## src/rtl/periph_dma_if.sv

```systemverilog
// Bus bundle for periph_dma: config (slave) port and peripheral-bus initiator (master) port.
interface periph_dma_if;
   logic        i_sel;
   logic        i_we;
   logic        i_re;
   logic [2:0]  i_addr;
   logic [15:0] i_wdata;
   logic [15:0] o_rdata;
   logic        o_rdy;

   logic [15:0] o_m_addr;
   logic        o_m_sel;
   logic        o_m_we;
   logic        o_m_re;
   logic [15:0] o_m_wdata;
   logic [15:0] i_m_rdata;
   logic        i_m_rdy;

   modport slave (
      input  i_sel, i_we, i_re, i_addr, i_wdata,
      output o_rdata, o_rdy
   );

   modport master (
      output o_m_addr, o_m_sel, o_m_we, o_m_re, o_m_wdata,
      input  i_m_rdata, i_m_rdy
   );
endinterface

```

## src/rtl/periph_dma.sv

```systemverilog
// Peripheral-bus DMA engine: register-programmed 16-bit word copier with
// wait-state handshake, per-beat timeout, software abort and level interrupt.
module periph_dma #(
   parameter int unsigned TIMEOUT_CYC = 255,
   parameter int unsigned ADDR_INC    = 2
) (
   input  logic         i_clk,
   input  logic         i_rst_n,
   periph_dma_if.slave  s_bus,
   periph_dma_if.master m_bus,
   output logic         o_int_req,
   output logic         o_busy
);
   typedef enum logic [1:0] {IDLE = 2'd0, RD = 2'd1, WR = 2'd2, FIN = 2'd3} state_t;

   localparam logic [15:0] INC      = 16'(ADDR_INC);
   localparam logic [15:0] TMO_LAST = 16'(TIMEOUT_CYC - 1);

   state_t      state_q, state_d;
   logic [15:0] src_q, src_d, dst_q, dst_d, cnt_q, cnt_d;
   logic [15:0] hold_q, hold_d, tcnt_q, tcnt_d;
   logic        src_inc_q, src_inc_d, dst_inc_q, dst_inc_d, int_en_q, int_en_d;
   logic        done_q, done_d, err_q, err_d, tmo_q, tmo_d, int_q;
   logic        busy, wr_en, ctrl_wr, stat_wr, start, abort, beat_ok, beat_tmo;

   assign busy     = (state_q == RD) || (state_q == WR);
   assign wr_en    = s_bus.i_sel && s_bus.i_we;
   assign ctrl_wr  = wr_en && (s_bus.i_addr == 3'd3);
   assign stat_wr  = wr_en && (s_bus.i_addr == 3'd4);
   assign start    = ctrl_wr && s_bus.i_wdata[0] && (state_q == IDLE);
   assign abort    = ctrl_wr && s_bus.i_wdata[4] && busy;
   // Abort takes priority over a beat completing or timing out on the same edge.
   assign beat_ok  = busy && m_bus.i_m_rdy && !abort;
   assign beat_tmo = busy && !m_bus.i_m_rdy && !abort && (tcnt_q == TMO_LAST);

   always_ff @(posedge i_clk or negedge i_rst_n) begin
      if (!i_rst_n) state_q <= IDLE;
      else          state_q <= state_d;
   end

   always_comb begin
      state_d = state_q;
      case (state_q)
         IDLE:    if (start) state_d = (cnt_q == 16'd0) ? FIN : RD;
         RD:      if (abort || beat_tmo) state_d = IDLE;
                  else if (beat_ok) state_d = WR;
         WR:      if (abort || beat_tmo) state_d = IDLE;
                  else if (beat_ok) state_d = (cnt_q == 16'd1) ? FIN : RD;
         FIN:     state_d = IDLE;
         default: state_d = IDLE;
      endcase
   end

   always_comb begin
      m_bus.o_m_sel   = 1'b0;
      m_bus.o_m_re    = 1'b0;
      m_bus.o_m_we    = 1'b0;
      m_bus.o_m_addr  = 16'h0000;
      m_bus.o_m_wdata = 16'h0000;
      o_busy          = busy;
      case (state_q)
         RD: begin
            m_bus.o_m_sel  = 1'b1;
            m_bus.o_m_re   = 1'b1;
            m_bus.o_m_addr = src_q;
         end
         WR: begin
            m_bus.o_m_sel   = 1'b1;
            m_bus.o_m_we    = 1'b1;
            m_bus.o_m_addr  = dst_q;
            m_bus.o_m_wdata = hold_q;
         end
         default: ;
      endcase
   end

   always_comb begin
      src_d     = src_q;
      dst_d     = dst_q;
      cnt_d     = cnt_q;
      hold_d    = hold_q;
      src_inc_d = src_inc_q;
      dst_inc_d = dst_inc_q;
      int_en_d  = int_en_q;
      done_d    = done_q;
      err_d     = err_q;
      tmo_d     = tmo_q;
      tcnt_d    = 16'd0;
      if (wr_en && !busy) begin
         case (s_bus.i_addr)
            3'd0:    src_d = s_bus.i_wdata;
            3'd1:    dst_d = s_bus.i_wdata;
            3'd2:    cnt_d = s_bus.i_wdata;
            default: ;
         endcase
      end
      if (ctrl_wr) begin
         src_inc_d = s_bus.i_wdata[1];
         dst_inc_d = s_bus.i_wdata[2];
         int_en_d  = s_bus.i_wdata[3];
      end
      if (stat_wr) begin
         if (s_bus.i_wdata[1]) done_d = 1'b0;
         if (s_bus.i_wdata[2]) err_d  = 1'b0;
         if (s_bus.i_wdata[3]) tmo_d  = 1'b0;
      end
      if (start) begin
         done_d = 1'b0;
         err_d  = 1'b0;
         tmo_d  = 1'b0;
      end
      if (busy && !m_bus.i_m_rdy) tcnt_d = tcnt_q + 16'd1;
      if (beat_ok && (state_q == RD)) hold_d = m_bus.i_m_rdata;
      if (beat_ok && (state_q == WR)) begin
         cnt_d = cnt_q - 16'd1;
         if (src_inc_q) src_d = src_q + INC;
         if (dst_inc_q) dst_d = dst_q + INC;
      end
      // Hardware sets come last so they win over a same-cycle W1C.
      if (beat_tmo) begin
         err_d = 1'b1;
         tmo_d = 1'b1;
      end
      if (abort) err_d = 1'b1;
      if (state_q == FIN) done_d = 1'b1;
   end

   always_ff @(posedge i_clk or negedge i_rst_n) begin
      if (!i_rst_n) begin
         src_q     <= 16'h0000;
         dst_q     <= 16'h0000;
         cnt_q     <= 16'h0000;
         hold_q    <= 16'h0000;
         tcnt_q    <= 16'h0000;
         src_inc_q <= 1'b0;
         dst_inc_q <= 1'b0;
         int_en_q  <= 1'b0;
         done_q    <= 1'b0;
         err_q     <= 1'b0;
         tmo_q     <= 1'b0;
         int_q     <= 1'b0;
      end else begin
         src_q     <= src_d;
         dst_q     <= dst_d;
         cnt_q     <= cnt_d;
         hold_q    <= hold_d;
         tcnt_q    <= tcnt_d;
         src_inc_q <= src_inc_d;
         dst_inc_q <= dst_inc_d;
         int_en_q  <= int_en_d;
         done_q    <= done_d;
         err_q     <= err_d;
         tmo_q     <= tmo_d;
         int_q     <= int_en_d & (done_d | err_d);
      end
   end

   assign o_int_req   = int_q;
   assign s_bus.o_rdy = 1'b1;

   always_comb begin
      s_bus.o_rdata = 16'h0000;
      if (s_bus.i_sel && s_bus.i_re) begin
         case (s_bus.i_addr)
            3'd0:    s_bus.o_rdata = src_q;
            3'd1:    s_bus.o_rdata = dst_q;
            3'd2:    s_bus.o_rdata = cnt_q;
            3'd3:    s_bus.o_rdata = {12'h000, int_en_q, dst_inc_q, src_inc_q, 1'b0};
            3'd4:    s_bus.o_rdata = {12'h000, tmo_q, err_q, done_q, busy};
            default: s_bus.o_rdata = 16'h0000;
         endcase
      end
   end
endmodule
```

## src/flat_wrapper.sv

```systemverilog
// flat-port wrapper written by rule: the top's interface ports become plain ports
module periph_dma_flat 
#(
   parameter int unsigned TIMEOUT_CYC = 255,
   parameter int unsigned ADDR_INC    = 2
)
  (i_clk, i_rst_n, o_int_req, o_busy, s_bus_i_sel, s_bus_i_we, s_bus_i_re, s_bus_i_addr, s_bus_i_wdata, s_bus_o_rdata, s_bus_o_rdy, m_bus_o_m_addr, m_bus_o_m_sel, m_bus_o_m_we, m_bus_o_m_re, m_bus_o_m_wdata, m_bus_i_m_rdata, m_bus_i_m_rdy);
  periph_dma_if s_bus_i ();
  periph_dma_if m_bus_i ();
  input  logic i_clk;
  input  logic i_rst_n;
  output logic o_int_req;
  output logic o_busy;
  input wire logic [$bits(s_bus_i.i_sel)-1:0] s_bus_i_sel;
  input wire logic [$bits(s_bus_i.i_we)-1:0] s_bus_i_we;
  input wire logic [$bits(s_bus_i.i_re)-1:0] s_bus_i_re;
  input wire logic [$bits(s_bus_i.i_addr)-1:0] s_bus_i_addr;
  input wire logic [$bits(s_bus_i.i_wdata)-1:0] s_bus_i_wdata;
  output wire logic [$bits(s_bus_i.o_rdata)-1:0] s_bus_o_rdata;
  output wire logic [$bits(s_bus_i.o_rdy)-1:0] s_bus_o_rdy;
  output wire logic [$bits(m_bus_i.o_m_addr)-1:0] m_bus_o_m_addr;
  output wire logic [$bits(m_bus_i.o_m_sel)-1:0] m_bus_o_m_sel;
  output wire logic [$bits(m_bus_i.o_m_we)-1:0] m_bus_o_m_we;
  output wire logic [$bits(m_bus_i.o_m_re)-1:0] m_bus_o_m_re;
  output wire logic [$bits(m_bus_i.o_m_wdata)-1:0] m_bus_o_m_wdata;
  input wire logic [$bits(m_bus_i.i_m_rdata)-1:0] m_bus_i_m_rdata;
  input wire logic [$bits(m_bus_i.i_m_rdy)-1:0] m_bus_i_m_rdy;
  assign s_bus_i.i_sel = s_bus_i_sel;
  assign s_bus_i.i_we = s_bus_i_we;
  assign s_bus_i.i_re = s_bus_i_re;
  assign s_bus_i.i_addr = s_bus_i_addr;
  assign s_bus_i.i_wdata = s_bus_i_wdata;
  assign s_bus_o_rdata = s_bus_i.o_rdata;
  assign s_bus_o_rdy = s_bus_i.o_rdy;
  assign m_bus_o_m_addr = m_bus_i.o_m_addr;
  assign m_bus_o_m_sel = m_bus_i.o_m_sel;
  assign m_bus_o_m_we = m_bus_i.o_m_we;
  assign m_bus_o_m_re = m_bus_i.o_m_re;
  assign m_bus_o_m_wdata = m_bus_i.o_m_wdata;
  assign m_bus_i.i_m_rdata = m_bus_i_m_rdata;
  assign m_bus_i.i_m_rdy = m_bus_i_m_rdy;
  periph_dma #(.TIMEOUT_CYC(TIMEOUT_CYC), .ADDR_INC(ADDR_INC)) u_core (.i_clk(i_clk), .i_rst_n(i_rst_n), .s_bus(s_bus_i), .m_bus(m_bus_i), .o_int_req(o_int_req), .o_busy(o_busy));
endmodule
```

## config.mk

```make
export PLATFORM = sky130hd
export DESIGN_NAME = periph_dma_flat
export DESIGN_NICKNAME = d
export VERILOG_FILES = /design/src/rtl/periph_dma_if.sv /design/src/rtl/periph_dma.sv /design/src/flat_wrapper.sv
export SDC_FILE = /design/constraint.sdc
export NUM_CORES = 1
export LEC_CHECK = 0
export CAP_MARGIN = 20
export CELL_PAD_IN_SITES_DETAIL_PLACEMENT = 1
export CELL_PAD_IN_SITES_GLOBAL_PLACEMENT = 2
export CORE_MARGIN = 10
export CORE_UTILIZATION = 29
export DETAILED_ROUTE_END_ITERATION = 7
export HOLD_SLACK_MARGIN = 0.06
export PLACE_DENSITY = 0.75
export REMOVE_ABC_BUFFERS = 1
export SLEW_MARGIN = 20
export SYNTH_ARGS = -nofsm -noshare
export SYNTH_HDL_FRONTEND = slang
export SYNTH_SLANG_ARGS = --single-unit
```

## constraint.sdc

```tcl
create_clock -name i_clk -period 2.49 [get_ports i_clk]
set_input_delay 0.747 -clock i_clk [delete_from_list [all_inputs] [get_ports i_clk]]
set_output_delay 0.747 -clock i_clk [all_outputs]
set_load 0.1 [all_outputs]
```

=== Yosys cells after proc, flatten, opt, wreduce, memory -nomap -nowiden ===
Index checks and enable logic that the tools add are counted.

* Add/subtract/negate cells: 4
* Equal/unequal tests: 12
* Muxes and demuxes: 41
* Bitwise logic cells: 2
* Reduce and logical (&&, ||, !) cells: 32

{| class="wikitable"
|+ Operators by type and width
! cell !! count
|-
| $mux 16 || 14
|-
| $pmux 16 s5 || 1
|-
| $add 16x2->16 const B || 2
|-
| $pmux 16 s2 || 1
|-
| $mux 1 || 17
|-
| $add 16x1->16 const B || 1
|-
| $eq 16x1->1 const B || 1
|-
| $eq 16x8->1 const B || 1
|-
| $logic_and 1x1->1 || 16
|-
| $logic_not 16->1 || 1
|-
| $sub 16x1->16 const B || 1
|-
| $mux 2 || 7
|-
| $pmux 2 s4 || 1
|-
| $eq 3x2->1 const B || 2
|-
| $ne 3x2->1 const B || 2
|-
| $reduce_bool 3->1 || 2
|-
| $eq 2x2->1 const B || 2
|-
| $reduce_and 2->1 || 2
|-
| $reduce_bool 2->1 || 2
|-
| $eq 3x1->1 const B || 1
|-
| $eq 3x3->1 const B || 1
|-
| $logic_not 1->1 || 3
|-
| $logic_not 3->1 || 1
|-
| $reduce_and 3->1 || 1
|-
| 7 further kinds || 8
|}

* Register bits: 89
* Bits of input ports: 41
* Output and inout bits: 54
* Word-level logic and storage cells: 104

=== Longest topological paths before layout ===
Gate-level depths: netlist (run 1).

* Depth in word-level cells: 11
* Depth in mapped cells: 10
* Depth with buffers taken out: 7

=== Worst setup path before layout (run 1) ===
Ideal clock, no wire load.

* Kind: reg-to-output
* Start: reg u_core.state_q[1]
* End: out m_bus_o_m_addr[15]
* Arrival time: 3,407 ps
* Setup slack: -1,664 ps
* Stages on the path, launching flop included: 7
* Path buffers: 2
* Cell sequence: dfrtp_1 > inv_1 > ha_1 > clkbuf_1 > clkbuf_1 > a22oi_1 > nor2b_1

* Cells in the longest elaborated chain, start to end: 2

{| class="wikitable"
|+ Ends and longest elaborated chain
! what !! RTL line !! RTL
|-
| start, declared || periph_dma.sv:19 || <nowiki>state_t state_q, state_d;</nowiki>
|-
| start signal, assigned || periph_dma.sv:38 || <nowiki>else state_q <= state_d;</nowiki>
|-
| $eq 2x2->1 or $eq 2x1->1 (tied branches) || periph_dma.sv:61 || <nowiki>case (state_q)</nowiki>
|-
| $pmux 16 s2 (*) || periph_dma.sv:61 ||
|-
| end, declared || flat_wrapper.sv:21 || <nowiki>output wire logic [$bits(m_bus_i.o_m_addr)-1:0] m_bus_o_m_addr;</nowiki>
|}

Every way passes the cells marked *; elsewhere a longest branch is shown, timed or not.

=== Final worst setup path (run 1) ===
* Start: in s_bus_i_addr[1]
* End: out s_bus_o_rdata[0]

* Cells in the longest elaborated chain, start to end: 3

{| class="wikitable"
|+ Ends and longest elaborated chain
! what !! RTL line !! RTL
|-
| start, declared || flat_wrapper.sv:17 || <nowiki>input wire logic [$bits(s_bus_i.i_addr)-1:0] s_bus_i_addr;</nowiki>
|-
| $eq 3x3->1 (tied with other cells) || periph_dma.sv:164 || <nowiki>case (s_bus.i_addr)</nowiki>
|-
| $pmux 16 s5 (*) || periph_dma.sv:164 ||
|-
| $mux 16 (*) || periph_dma.sv:163 || <nowiki>if (s_bus.i_sel && s_bus.i_re) begin</nowiki>
|-
| end, declared || flat_wrapper.sv:19 || <nowiki>output wire logic [$bits(s_bus_i.o_rdata)-1:0] s_bus_o_rdata;</nowiki>
|}

Marked as above.

==> qor.csv, run 1 <==
stage,metric,value,unit
outcome,status,"complete, but fails checks",
outcome,violations,negative setup slack,
place,hpwl,16.13,mm
grt,grt_pass1_vias,6135,
power_and_ir_drop,power_per_cell_area,1220,nW/µm²
yosys,synth.yosys.seq_area_share,40.71,%
place,gp_congestion,0.9141,
grt,met2_usage,29.72,%
timing,hold_viol,0,
yosys,synth_fa_ha_area_share,2.745,%
setup_path,arrival,1.95,ns
cts,ctsHtreeMaxLevel,3,
route,drt-total-wl,23.07,mm
grt,antenna_found_initial,0,
route,drt-initial-drc-count,324,
finish,final_area,8588,µm²
yosys,synthArstFlopShare,100.0,%
timing,fmax,370.2,MHz
cts,hold_buffers,0,
route,routedWlPerCell,22.71,µm
grt,grt.busiest_layer,met2,
grt,use_met1,21.99,%
yosys,yosys_warnings,0,
finish,layout_common_cells,"dfrtp_1, nor2_1, buf_4",
cts,clockBufferDepth,2,
finish,diodes,0,
grt,grt_util_all_layers,18.02,%
finish,drive_gt1_share,34.78,%
route,dr.pass1.iters,5,
place,dpl_cell_area,7589,µm²
yosys,synth-xor-area-share,1.921,%
power_and_ir_drop,p_leak,3.475,nW
grt,grt_max_degree,60,
setup_path,critPathCapture,s_bus_o_rdata[0],
floorplan,die_area,24760,µm²
grt,grt_overflow,0,
place,port_buffers,93,
yosys,ys_types,60,
setup_path,endpoint_kind,primary output,
yosys,synthFlopType,dfrtp_1,
cts,cts.sinks,89,
finish,final_cells,1016,
floorplan,chipHeight,157.3,µm
route,drc,0,
setup_path,reg2reg_depth,8,
timing,setup_viol,32,
yosys,synthCells,628,
run,maxCapViolCount,0,
yosys,synth-edff-count,0,
setup_path,crit_path_start,s_bus_i_addr[1],
floorplan,pin_count,95,
yosys,synthMuxAreaShare,7.228,%
route,via_count,5685,
yosys,netlist_area,5470,µm²
power_and_ir_drop,ir_drop,530.5,µV
floorplan,start_util,29.34,%
setup_path,r2r_start,u_core.state_q[1]$_DFFE_PN0P_,
setup_path,regToRegSetupSlack,0.26,ns
setup_path,worstReg2RegEnd,u_core.dst_q[5]$_DFF_PN0_,
yosys,avgSynthCellArea,8.711,µm²
setup_path,start_kind,input pin,
yosys,synth_top_family_by_area,simple AND/OR/NAND/NOR gates,
setup_path,crit_type,input pin to primary output,
setup_path,crit_fanout,6,
finish,area_growth,57.00,%
setup_path,crit_required,1.74,ns
timing,worst_slack,-0.2114,ns
yosys,synth-compound-area-share,18.64,%
route,postRouteAntennaNets,0,
timing,drv_slew,0,
min_path,hp-class,input pin to asynchronous set/reset pin,
timing,fin_skew,0.01028,ns
place,dp.cells,981,
cts,numCtsBuffers,9,
floorplan,rows,50,
timing,period_needed,2.701,ns
floorplan,core_area,18640,µm²
floorplan,die_x,157.3,µm
cts,cts_tree,done,
timing,setup-tns-final,-3.293,ns
finish,layout_commonest_cell,dfrtp_1,
cts,path_clk_slew,0.07,ns
yosys,ys_ff_latch,89,
route,via_per_inst,5.595,
grt,grt_use_met3,4.667,%
timing,grt_setup_unrepaired,yes,
grt,grt_first_pass_wirelength,34.90,mm
timing,relSlewSlack,58.39,%
yosys,yosys.area_share.simple,24.66,%
timing,hold_slack,0.3373,ns
timing,tightestPinTransition,0.6185,ns
timing,finalCritPeriodShare,108.5,%
finish,final_nets,830,
cts,clk_latency,0.36,ns
cts,ctsRootBufferMaster,clkbuf_16,
==> area by class of cell <==
type	instances	area, µm²
clock buffers	11	242.7
clock inverters	5	78.83
repair buffers	176	2247
multi-input cells	488	3451
fillers	2040	10050
inverters	13	48.80
flip-flops and latches	89	2227
well taps	234	292.8
==> metal layers <==
layer  vias up  share of wire (%)
met5         -                  0
met4         0                2.5
li1       2578                  -
met1      2894                 43
met3        29                6.8
met2       184                 48
==> stage by stage <==
stage | power [mW] | utilization, % | worst slack (ns)
global route | 10.98 | 46.07 | -0.2728
finish | 10.48 | 46.07 | -0.2114
floorplan | 5.890 | - | -2.323
detailed placement | 8.200 | 40.70 | -0.8192
CTS | 9.998 | 44.17 | -0.1557
global placement | 8.045 | 40.70 | -0.7643
==> registers in the layout, summed over array words and instances (netlist names) <==
register and count:
u_core.dst_q 16, u_core.tmo_q 1, u_core.cnt_q 16, u_core.state_q 2, u_core.tcnt_q 16, u_core.err_q 1
u_core.done_q 1, u_core.int_en_q 1, u_core.hold_q 16, u_core.dst_inc_q 1, u_core.src_inc_q 1, u_core.o_int_req 1
u_core.src_q 16
==> Yosys cell counts, types with 2 or more instances <==
master     n  area share, %
nand4_1   10            1.1
a31o_2     2           0.32
o311ai_0   5           0.80
a311oi_1   2           0.32
dfrtp_1   89             41
ha_1      12            2.7
mux2_2    20            4.1
or3_1      7           0.80
a31oi_1    3           0.34
nor2_1    82            5.6
nor3_1    10           0.91
a21oi_1   46            4.2
and4_1     4           0.64
and2_1    21            2.4
clkbuf_1  26            1.8
nor2b_1   16            1.8
xnor2_1    2           0.32
a221o_1    4           0.73
xor2_1    10            1.6
o21ai_0   22            2.0
nor4_1     6           0.69
inv_1     13           0.89
o221a_2    3           0.62
or2_2      3           0.34
a21o_1     2           0.27
and3_1     7           0.80
nand2_1   62            4.3
o211ai_1  10            1.4
a211oi_1  11            1.5
nand2b_1   4           0.46
nor3b_1    3           0.41
o211a_1    2           0.37
mux2i_1   17            3.1
and3b_1    2           0.32
buf_2      8           0.73
a22oi_1   20            2.7
or4_1      4           0.55
nand3_1   26            2.4
o22ai_1    8           0.91
buf_4      4           0.55
==> report_power, final <==
| group | switching (mW) | total, mW | leakage [nW] | internal (mW) |
|---|---|---|---|---|
| clock network | 0.622 | 1.53 | 0.159 | 0.907 |
| logic | 3.62 | 6.09 | 2.23 | 2.47 |
| registers | 0.836 | 2.86 | 1.09 | 2.02 |
| total | 5.08 | 10.5 | 3.47 | 5.40 |
==> repair_timing <==
| action | in CTS | in global routing |
|---|---|---|
| setup endpoints to repair | 80 | 57 |
| gates cloned | 2 | 2 |
| resized for setup | 93 | 61 |
| pin swaps | 27 | 29 |
| buffers inserted | 9 | 6 |
==> critical path, stage by stage <==
cell and delay (ns):
buf_8 0.11, buf_6 0.13, buf_8 0.13, buf_6 0.12
buf_4 0.12, o211ai_1 0.28, a21oi_4 0.11, buf_12 0.18
==> worst min path at each step <==
stage	endpoint	slack, ns
after floorplan	u_core.cnt_q[0]$_DFFE_PN0P_	0.45
after global placement	u_core.hold_q[1]$_DFFE_PN0P_	0.48
after detailed placement	u_core.hold_q[15]$_DFFE_PN0P_	0.49
after CTS	u_core.cnt_q[15]$_DFFE_PN0P_	0.35
after global routing	u_core.cnt_q[15]$_DFFE_PN0P_	0.36
final	u_core.cnt_q[15]$_DFFE_PN0P_	0.34
==> logic make-up after synthesis <==
group	count (synthesis)
multiplexers	37
adder cells (fa/ha/maj)	12
buffers and inverters	52
XOR/XNOR	12
AO/OA/AOI/OAI	152
AND/OR/NAND/NOR	273
flip-flops	89
other	1
(Power assumes the default switching activity.)
==> run 2, diff against run 1 <==
MAX_ROUTING_LAYER = met4   (was default)
==> run 2 against run 1 <==
Effect of this change:
- the flow still finishes with violations (negative setup slack)
- first-iteration DRC count is 0.31% lower
- sequential share of layout area is essentially flat
- clock skew grew 0.00051 ns
- sequential cell count stayed put
- sequential power is essentially flat
- worst setup slack is essentially flat
- clock power is essentially flat
- utilization about the same
- combinational power hardly changed
- die area is the same
- non-clock buffer count stayed put
- critical path type unchanged
- largest cell class unchanged
==> qor.csv, run 2 (synthesis gave the netlist of run 1 again) <==
stage,metric,value,unit,change
outcome,status,"complete, but fails checks",,
outcome,violations,negative setup slack,,
floorplan,rows,50,,unchanged
setup_path,crit_fanout,6,,unchanged
cts,clockBufferDepth,2,,unchanged
route,routedWlPerCell,22.66,µm,-0.23%
cts,cts_tree,done,,
finish,area_growth,57.09,%,about the same
route,via_per_inst,5.600,,about the same
floorplan,die_x,157.3,µm,unchanged
finish,drive_gt1_share,34.78,%,unchanged
power_and_ir_drop,ir_drop,529.6,µV,-0.17%
setup_path,crit_path_start,s_bus_i_addr[1],,
cts,clk_latency,0.36,ns,about the same
finish,layout_common_cells,"dfrtp_1, nor2_1, buf_4",,
grt,grt_overflow,0,,unchanged
cts,path_clk_slew,0.07,ns,about the same
cts,ctsRootBufferMaster,clkbuf_16,,
setup_path,critPathMaxStageDelay,0.28,ns,about the same
setup_path,reg2reg_depth,8,,unchanged
finish,fillers,2042,,+0.098%
grt,grt_max_degree,60,,unchanged
finish,regArea,2227,µm²,unchanged
floorplan,chipHeight,157.3,µm,unchanged
setup_path,r2r_start,u_core.state_q[0]$_DFFE_PN0P_,,
floorplan,die_area,24760,µm²,unchanged
finish,multi_input_area,3451,µm²,unchanged
setup_path,crit_type,input pin to primary output,,
cts,ctsHtreeMaxLevel,3,,unchanged
grt,grt_first_pass_wirelength,34.81,mm,-0.26%
place,hpwl,16.13,mm,unchanged
route,dr.pass1.iters,5,,unchanged
power_and_ir_drop,power_per_cell_area,1219,nW/µm²,about the same
timing,worst_slack,-0.2110,ns,+0.0004430 ns
cts,cts.sinks,89,,unchanged
setup_path,crit_path_cell_trace,"buf_8, buf_6, buf_8, buf_6, buf_4, o211ai_1, a21oi_4, buf_12",,
timing,fmax,370.2,MHz,about the same
timing,setup-tns-final,-3.174,ns,+0.1186 ns
place,dpl_cell_area,7589,µm²,unchanged
cts,hold_buffers,0,,unchanged
floorplan,start_util,29.34,%,unchanged
min_path,hp-class,input pin to asynchronous set/reset pin,,
route,drt-total-wl,23.07,mm,about the same
setup_path,cp_num_buf_inv,6,,unchanged
timing,drv_slew,0,,unchanged
power_and_ir_drop,p_leak,3.475,nW,about the same
cts,numCtsBuffers,9,,unchanged
timing,tightestPinTransition,0.6211,ns,+0.002614 ns
timing,period_needed,2.701,ns,-0.0004430 ns
grt,grt_util_all_layers,18.52,%,+0.51 points
timing,relSlewSlack,58.21,%,-0.18 points
timing,setup_viol,32,,unchanged
setup_path,endpoint_kind,primary output,,
setup_path,cp.depth,8,,unchanged
grt,grt_pass1_vias,6150,,+0.24%
place,port_buffers,93,,unchanged
route,drt-initial-drc-count,323,,-0.31%
place,gp_congestion,0.9299,,+1.7%
floorplan,pin_count,95,,unchanged
timing,finalCritPeriodShare,108.5,%,about the same
setup_path,cp_top_family,buffers and inverters,,
route,postRouteAntennaNets,0,,unchanged
floorplan,core_area,18640,µm²,unchanged
setup_path,crit_required,1.74,ns,about the same
setup_path,start_kind,input pin,,
finish,layout_commonest_cell,dfrtp_1,,
run,maxCapViolCount,0,,unchanged
route,via_count,5701,,+0.28%
finish,final_nets,830,,unchanged
setup_path,crit_slowest_cell,o211ai_1,,
grt,antenna_found_initial,2,,+2
finish,final_area,8593,µm²,about the same
timing,hold_viol,0,,unchanged
timing,grt_setup_unrepaired,yes,,
timing,fin_skew,0.01079,ns,+0.0005110 ns
setup_path,arrival,1.95,ns,about the same
route,drc,0,,unchanged
run 2: stage by stage:
| stage | instances | worst slack, ns | hold slack (ns) | utilization (%) | total power, mW |
|---|---|---|---|---|---|
| 2_1_floorplan | 589 | -2.323 | 0.4514 | - | 5.890 |
| 3_3_place_gp | 981 | -0.7643 | 0.4811 | 40.70 | 8.045 |
| 3_5_place_dp | 981 | -0.8192 | 0.4860 | 40.70 | 8.200 |
| 4_1_cts | 1008 | -0.1557 | 0.3478 | 44.17 | 9.998 |
| 5_1_grt | 1018 | -0.2712 | 0.3627 | 46.09 | 10.99 |
| 6_report | 1018 | -0.2110 | 0.3404 | 46.09 | 10.48 |
run 2: what timing repair did:
action,4_1_cts,5_1_grt
pin swaps,27,29
gates resized for setup,93,61
setup buffers,9,6
gates cloned,2,2
endpoints found under the setup margin,80,57
run 2: area by class of cell:
class,instances,share of cell area [%]
Multi-Input combinational cell,488,40.16
Timing Repair Buffer,176,26.15
Sequential cell,89,25.92
Tap cell,234,3.407
Clock buffer,11,2.825
Clock inverter,5,0.9173
Inverter,13,0.5679
Antenna cell,2,0.05824
run 2: layer usage:
metal	global-route usage, %	part of all wire (%)
met5	-	0
met4	6.812	2.4
met3	4.803	6.5
met2	29.62	48
met1	22.09	43
run 2: path summary, 6_finish.rpt:
kind | to | slack, ns
setup / recovery | s_bus_o_rdata[0] | -0.21
setup reg to reg | u_core.dst_q[8]$_DFF_PN0_ | 0.26
min in group i_clk | u_core.hold_q[8]$_DFFE_PN0P_ | 0.50
max in group asynchronous | u_core.hold_q[9]$_DFFE_PN0P_ | 1.45
hold reg to reg | u_core.hold_q[8]$_DFFE_PN0P_ | 0.50
hold / removal | u_core.cnt_q[15]$_DFFE_PN0P_ | 0.34
run 2: report_power, final:
| group | internal [mW] | total (mW) | switching, mW |
|---|---|---|---|
| Sequential | 2.02 | 2.86 | 0.835 |
| Combinational | 2.47 | 6.09 | 3.62 |
| Clock | 0.907 | 1.53 | 0.622 |
==> run 3, diff against run 2 <==
CAP_MARGIN = default   (was 20)
==> results of run 3 <==
Same layout as run 2: the final DEF is identical, and so are final timing and power.
==> edit 1, RTL diff (settings of run 3) <==
Encoding of `state_t`: now one-hot (4 bits for 4 states).
--- a/src/rtl/periph_dma.sv
+++ b/src/rtl/periph_dma.sv
@@ -12,5 +12,5 @@
    output logic         o_busy
 );
-   typedef enum logic [1:0] {IDLE = 2'd0, RD = 2'd1, WR = 2'd2, FIN = 2'd3} state_t;
+   typedef enum logic [3:0] {IDLE = 4'b0001, RD = 4'b0010, WR = 4'b0100, FIN = 4'b1000} state_t;
 
    localparam logic [15:0] INC      = 16'(ADDR_INC);
Check against the original RTL: same outputs for any inputs over 4 cycles, from zero or initial values and one cycle with i_rst_n low; so few cycles prove little.
==> edit 1 against run 3 <==
Fmax increased by 0.23%; sequential cell count increased by 2; final cell count is 0.39% lower; sequential share of layout area shrank 0.67 points; clock skew up 0.0015 ns; routed wire length increased by 0.77%; synthesized area is 0.27% higher; final area is 5.0% higher; synthesized cell count is 4.0% lower; highest routed layer unchanged; the flow still finishes with violations (setup timing); worst setup slack improved by 0.0063 ns.
Power is not compared: it rests on default switching activity, and its combinational part moved more than twofold at a synthesized area within 25%.
==> edit 1: results (changes against run 3) <==
WL final=23.2 mm (was 23.1 mm); final setup violation count=44 (was 32); Via-to-Cell Ratio=5.57 (was 5.60); peak fanout along the critical path=7 (was 6); PostCTS Resize Cnt=149 (was 93); vias in the first global route=5935 (was 6150); hpwl dp=16.7 mm (was 16.1 mm); First DRT Iteration DRCs=367 (was 323); failing checks=setup timing (unchanged); status=complete, but fails checks (unchanged); fill cell count=2026 (was 2042); First-pass DRT Iterations=4 (was 5); top cells by count, synth=dfrtp_1, nor2_1, nand2_1 (unchanged); Peak VDD IR=0.320 mV; first-pass GRT wire length=35.3 mm (was 34.8 mm); largest net degree at the start of global routing=59 (was 60); R2R cell count=8 (unchanged); skew final=0.0123 ns (was 0.0108 ns); synth top area cells=dfrtp_1, nor2_1, a211oi_1 (was dfrtp_1, nor2_1, nand2_1); postcts setup bufs=10 (was 9); ant diodes=0 (was 2); setup TNS=-5.70 ns (was -3.17 ns); Synth cell types=61 (was 60); final net count=823 (was 830); share of cells above drive strength 1=39.6% (was 34.8%); register area share after synthesis=41.5% (was 40.7%); PnR worst setup slack=-0.205 ns (was -0.211 ns); worst-margin pin slew=0.733 ns (was 0.621 ns)
==> edit 1: changes by cell type after synthesis, moves of 5 or more <==
cell	change
nor2b_1	-15
a211oi_1	+16
ha_1	-5
a22oi_1	-19
a22o_1	+15
a21oi_1	-12
and3_1	+6
a311oi_1	+11
o21ai_0	-6
nand3_1	-8
o311ai_0	-5
nand2_1	-11
==> edit 1: worst paths after layout <==
check	start	to	slack [ns]
min in group i_clk	u_core.hold_q[14]$_DFFE_PN0P_	u_core.hold_q[14]$_DFFE_PN0P_	0.51
max in group asynchronous	i_rst_n	u_core.dst_q[11]$_DFF_PN0_	1.68
min reg2reg	u_core.hold_q[14]$_DFFE_PN0P_	u_core.hold_q[14]$_DFFE_PN0P_	0.51
max reg2reg	u_core.state_q[0]$_DFFE_PN1P_	u_core.dst_q[10]$_DFF_PN0_	0.04
min	i_rst_n	u_core.err_q$_DFF_PN0_	0.23
max	s_bus_i_addr[0]	s_bus_o_rdata[3]	-0.20
==> edit 1: routing by layer <==
layer / vias to the layer above / track usage (%) / wire length [µm]
met5: - / - / 0
met4: 0 / 7.26 / 685
met3: 46 / 3.19 / 1040
met2: 162 / 30.2 / 11700
met1: 2875 / 23.2 / 9840
li1: 2561 / - / -
==> edit 1: critical path, stage by stage <==
cell and delay, ns:
buf_8 0.11, buf_8 0.13, nor3b_2 0.18, buf_4 0.18, nand2_2 0.07, o21ai_2 0.09, a221oi_2 0.06, nor2_2 0.17
buf_12 0.20
==> edit 1: logic make-up after synthesis <==
| family | after synthesis | share of synthesized area, % |
|---|---|---|
| other cells | 1 | 0.0684 |
| flops | 91 | 41.5 |
| buf+inv | 54 | 4.08 |
| fa+ha+maj | 7 | 1.60 |
| simple gates | 250 | 23.4 |
| mux | 37 | 7.16 |
| compound gates | 150 | 20.1 |
| xor+xnor | 13 | 2.08 |
==> edit 1: metrics by stage <==
step / power [mW] / setup slack (ns) / std cells / instance area [µm²]
6_report: 4.63 / -0.205 / 1014 / 9020
5_1_grt: 4.85 / -0.247 / 1014 / 9020
4_1_cts: 4.60 / -0.172 / 1001 / 8790
3_5_place_dp: 2.93 / -0.754 / 973 / 7760
3_3_place_gp: 2.89 / -0.726 / 973 / 7760
2_1_floorplan: 2.41 / -2.05 / 565 / 5320
==> edit 1: cell type report <==
type	count	area, µm²	share of cell area [%]
multi-input cells	458	3490	38.7
flip-flops and latches	91	2280	25.2
inverters	16	77.6	0.860
clock inverters	6	96.3	1.07
clock buffers	10	229	2.54
repair buffers	199	2550	28.3
well taps	234	293	3.24
==> edit 2, RTL diff (settings of run 3) <==
Made on the original files. `TIMEOUT_CYC` is set to 255 in 2 places; all go to 127.
--- a/src/rtl/periph_dma.sv
+++ b/src/rtl/periph_dma.sv
@@ -2,5 +2,5 @@
 // wait-state handshake, per-beat timeout, software abort and level interrupt.
 module periph_dma #(
-   parameter int unsigned TIMEOUT_CYC = 255,
+   parameter int unsigned TIMEOUT_CYC = 127,
    parameter int unsigned ADDR_INC    = 2
 ) (
--- a/src/flat_wrapper.sv
+++ b/src/flat_wrapper.sv
@@ -2,5 +2,5 @@
 module periph_dma_flat 
 #(
-   parameter int unsigned TIMEOUT_CYC = 255,
+   parameter int unsigned TIMEOUT_CYC = 127,
    parameter int unsigned ADDR_INC    = 2
 )
Behaviour: same outputs for any inputs over 4 cycles, from zero or initial values and one cycle with i_rst_n low; that may be too few to reach the edited logic, so the function may still have changed.
==> edit 2 against run 3 <==
The flow still finishes with violations (setup timing); total power fell by 0.60%; worst setup slack improved by 0.013 ns; synthesized area rose by 1.2%; final area rose by 2.3%; sequential power barely moved; routed wire length rose by 1.9%; critical path depth fell by 1; sequential cell count did not move.
==> edit 2: results (changes against run 3) <==
failing checks=setup timing (unchanged); Post-Synth XOR/XNOR Area=1.90% (was 1.92%); worst-margin pin slew=0.587 ns (was 0.621 ns); DP Area=0.00769 mm² (was 0.00759 mm²); Top delay family on crit path=buffers and inverters (unchanged); asr flop ratio synth=100% (unchanged); Post-synth top flop=dfrtp_1 (unchanged); fill cell count=2077 (was 2042); final setup violation count=28 (was 32); status=complete, but fails checks (unchanged); met3 usage in global routing=4.59% (was 4.80%); top cells by count, synth=dfrtp_1, nor2_1, nand2_1 (unchanged); clock buffer depth=2 (unchanged); H-tree levels=3 (unchanged); Synth Area in Compound Gates=19.9% (was 18.6%); clk slew on worst S/H paths=0.07 ns (about the same); GP Congestion=0.939 (was 0.930); critical path arrival=1.94 ns; WL final=23.5 mm (was 23.1 mm); Clock Latency Late Sink=0.36 ns (about the same); Syn Area/Cell=8.93 µm² (was 8.71 µm²); Via-to-Cell Ratio=5.56 (was 5.60); Synth Area in Adders=2.71% (was 2.74%); share of cells above drive strength 1=36.8% (was 34.8%); final net count=839 (was 830); root buf cell=clkbuf_16 (unchanged); met2 Usage GRT=30.6% (was 29.6%); Lkg Pwr=3.53 nW (was 3.47 nW); initial antenna violation count=1 (was 2); first-pass GRT wire length=36.3 mm (was 34.8 mm); met1 usage=23.5% (was 22.1%); synth top area cells=dfrtp_1, nor2_1, nand2_1 (unchanged); dpl cells=979 (was 981); hpwl dp=16.6 mm (was 16.1 mm); largest net degree at the start of global routing=42 (was 60); port bufs=93 (unchanged); vias in the first global route=6313 (was 6150); peak fanout along the critical path=6 (unchanged); mux cell area share after synthesis=7.16% (was 7.23%); Worst path slowest cell=nor3b_4 (was o211ai_1); PnR worst setup slack=-0.198 ns (was -0.211 ns); setup TNS=-2.51 ns (was -3.17 ns); First DRT Iteration DRCs=400 (was 323); register area share after synthesis=40.2% (was 40.7%); Synth cell types=74 (was 60); Peak VDD IR=0.528 mV (was 0.530 mV); Non-Filler Instances=1026 (was 1018); CTS Buf Count=9 (unchanged); GRT Overall Usage=19.3% (was 18.5%); First-pass DRT Iterations=4 (was 5); Sw Ratio=48.7% (was 48.5%); slowest stage delay, CP=0.30 ns (was 0.28 ns); yosys warns=0 (unchanged); Min-Delay Path Class=in2async (unchanged); skew final=0.00587 ns (was 0.0108 ns)
[edit 2: final timing paths]
kind / cells past startpoint / slack (ns) / end / from
max: 7 / -0.20 / s_bus_o_rdata[1] / s_bus_i_addr[2]
min: 1 / 0.39 / u_core.hold_q[6]$_DFFE_PN0P_ / i_rst_n
max reg2reg: 9 / 0.18 / u_core.cnt_q[14]$_DFFE_PN0P_ / u_core.state_q[0]$_DFFE_PN0P_
min reg2reg: 1 / 0.49 / u_core.tcnt_q[0]$_DFF_PN0_ / u_core.tcnt_q[0]$_DFF_PN0_
max in group asynchronous: 2 / 1.46 / u_core.tcnt_q[12]$_DFF_PN0_ / i_rst_n
min in group i_clk: 1 / 0.49 / u_core.tcnt_q[0]$_DFF_PN0_ / u_core.tcnt_q[0]$_DFF_PN0_
[edit 2: area by class of cell]
type	count	area (µm²)	area share [%]
flip-flops and latches	89	2230	25.3
inverters	16	60.1	0.683
repair buffers	190	2410	27.5
diodes	1	2.50	0.0285
clock buffers	12	256	2.92
multi-input cells	480	3510	39.9
well taps	234	293	3.33
clock inverters	4	27.5	0.313
[edit 2: per-layer routing]
metal | vias to the layer above | share of wire [%] | routed length (µm)
met4 | 0 | 3.5 | 812
met1 | 2874 | 42 | 9980
met5 | - | 0 | 0
met2 | 178 | 47 | 11100
met3 | 48 | 6.9 | 1620
li1 | 2603 | - | -
[edit 2: kinds of logic after synthesis]
| logic type | Yosys count |
|---|---|
| compound gates | 154 |
| xor+xnor | 12 |
| fa+ha+maj | 12 |
| buf+inv | 52 |
| flops | 89 |
| mux | 37 |
| other cells | 1 |
| simple gates | 263 |
[edit 2: power by group through the flow]
stage,registers (mW),clock network (mW),logic [mW]
2_1_floorplan,2.53,0,3.38
6_report,2.87,1.35,6.20
4_1_cts,2.83,1.38,6.02
3_5_place_dp,2.81,0,5.42
5_1_grt,2.96,1.45,6.55
3_3_place_gp,2.77,0,5.31
[edit 2: through the flow]
| stage | setup slack, ns | total power, mW |
|---|---|---|
| 2_1_floorplan | -2.32 | 5.91 |
| 5_1_grt | -0.230 | 11.0 |
| 4_1_cts | -0.187 | 10.2 |
| 6_report | -0.198 | 10.4 |
| 3_3_place_gp | -0.740 | 8.08 |
| 3_5_place_dp | -0.822 | 8.23 |
[edit 2: what timing repair did]
action	4_1_cts	5_1_grt
gates cloned	7	1
buffers inserted	12	14
resized for setup	116	35
pin swaps	23	23
endpoints found under the setup margin	63	56
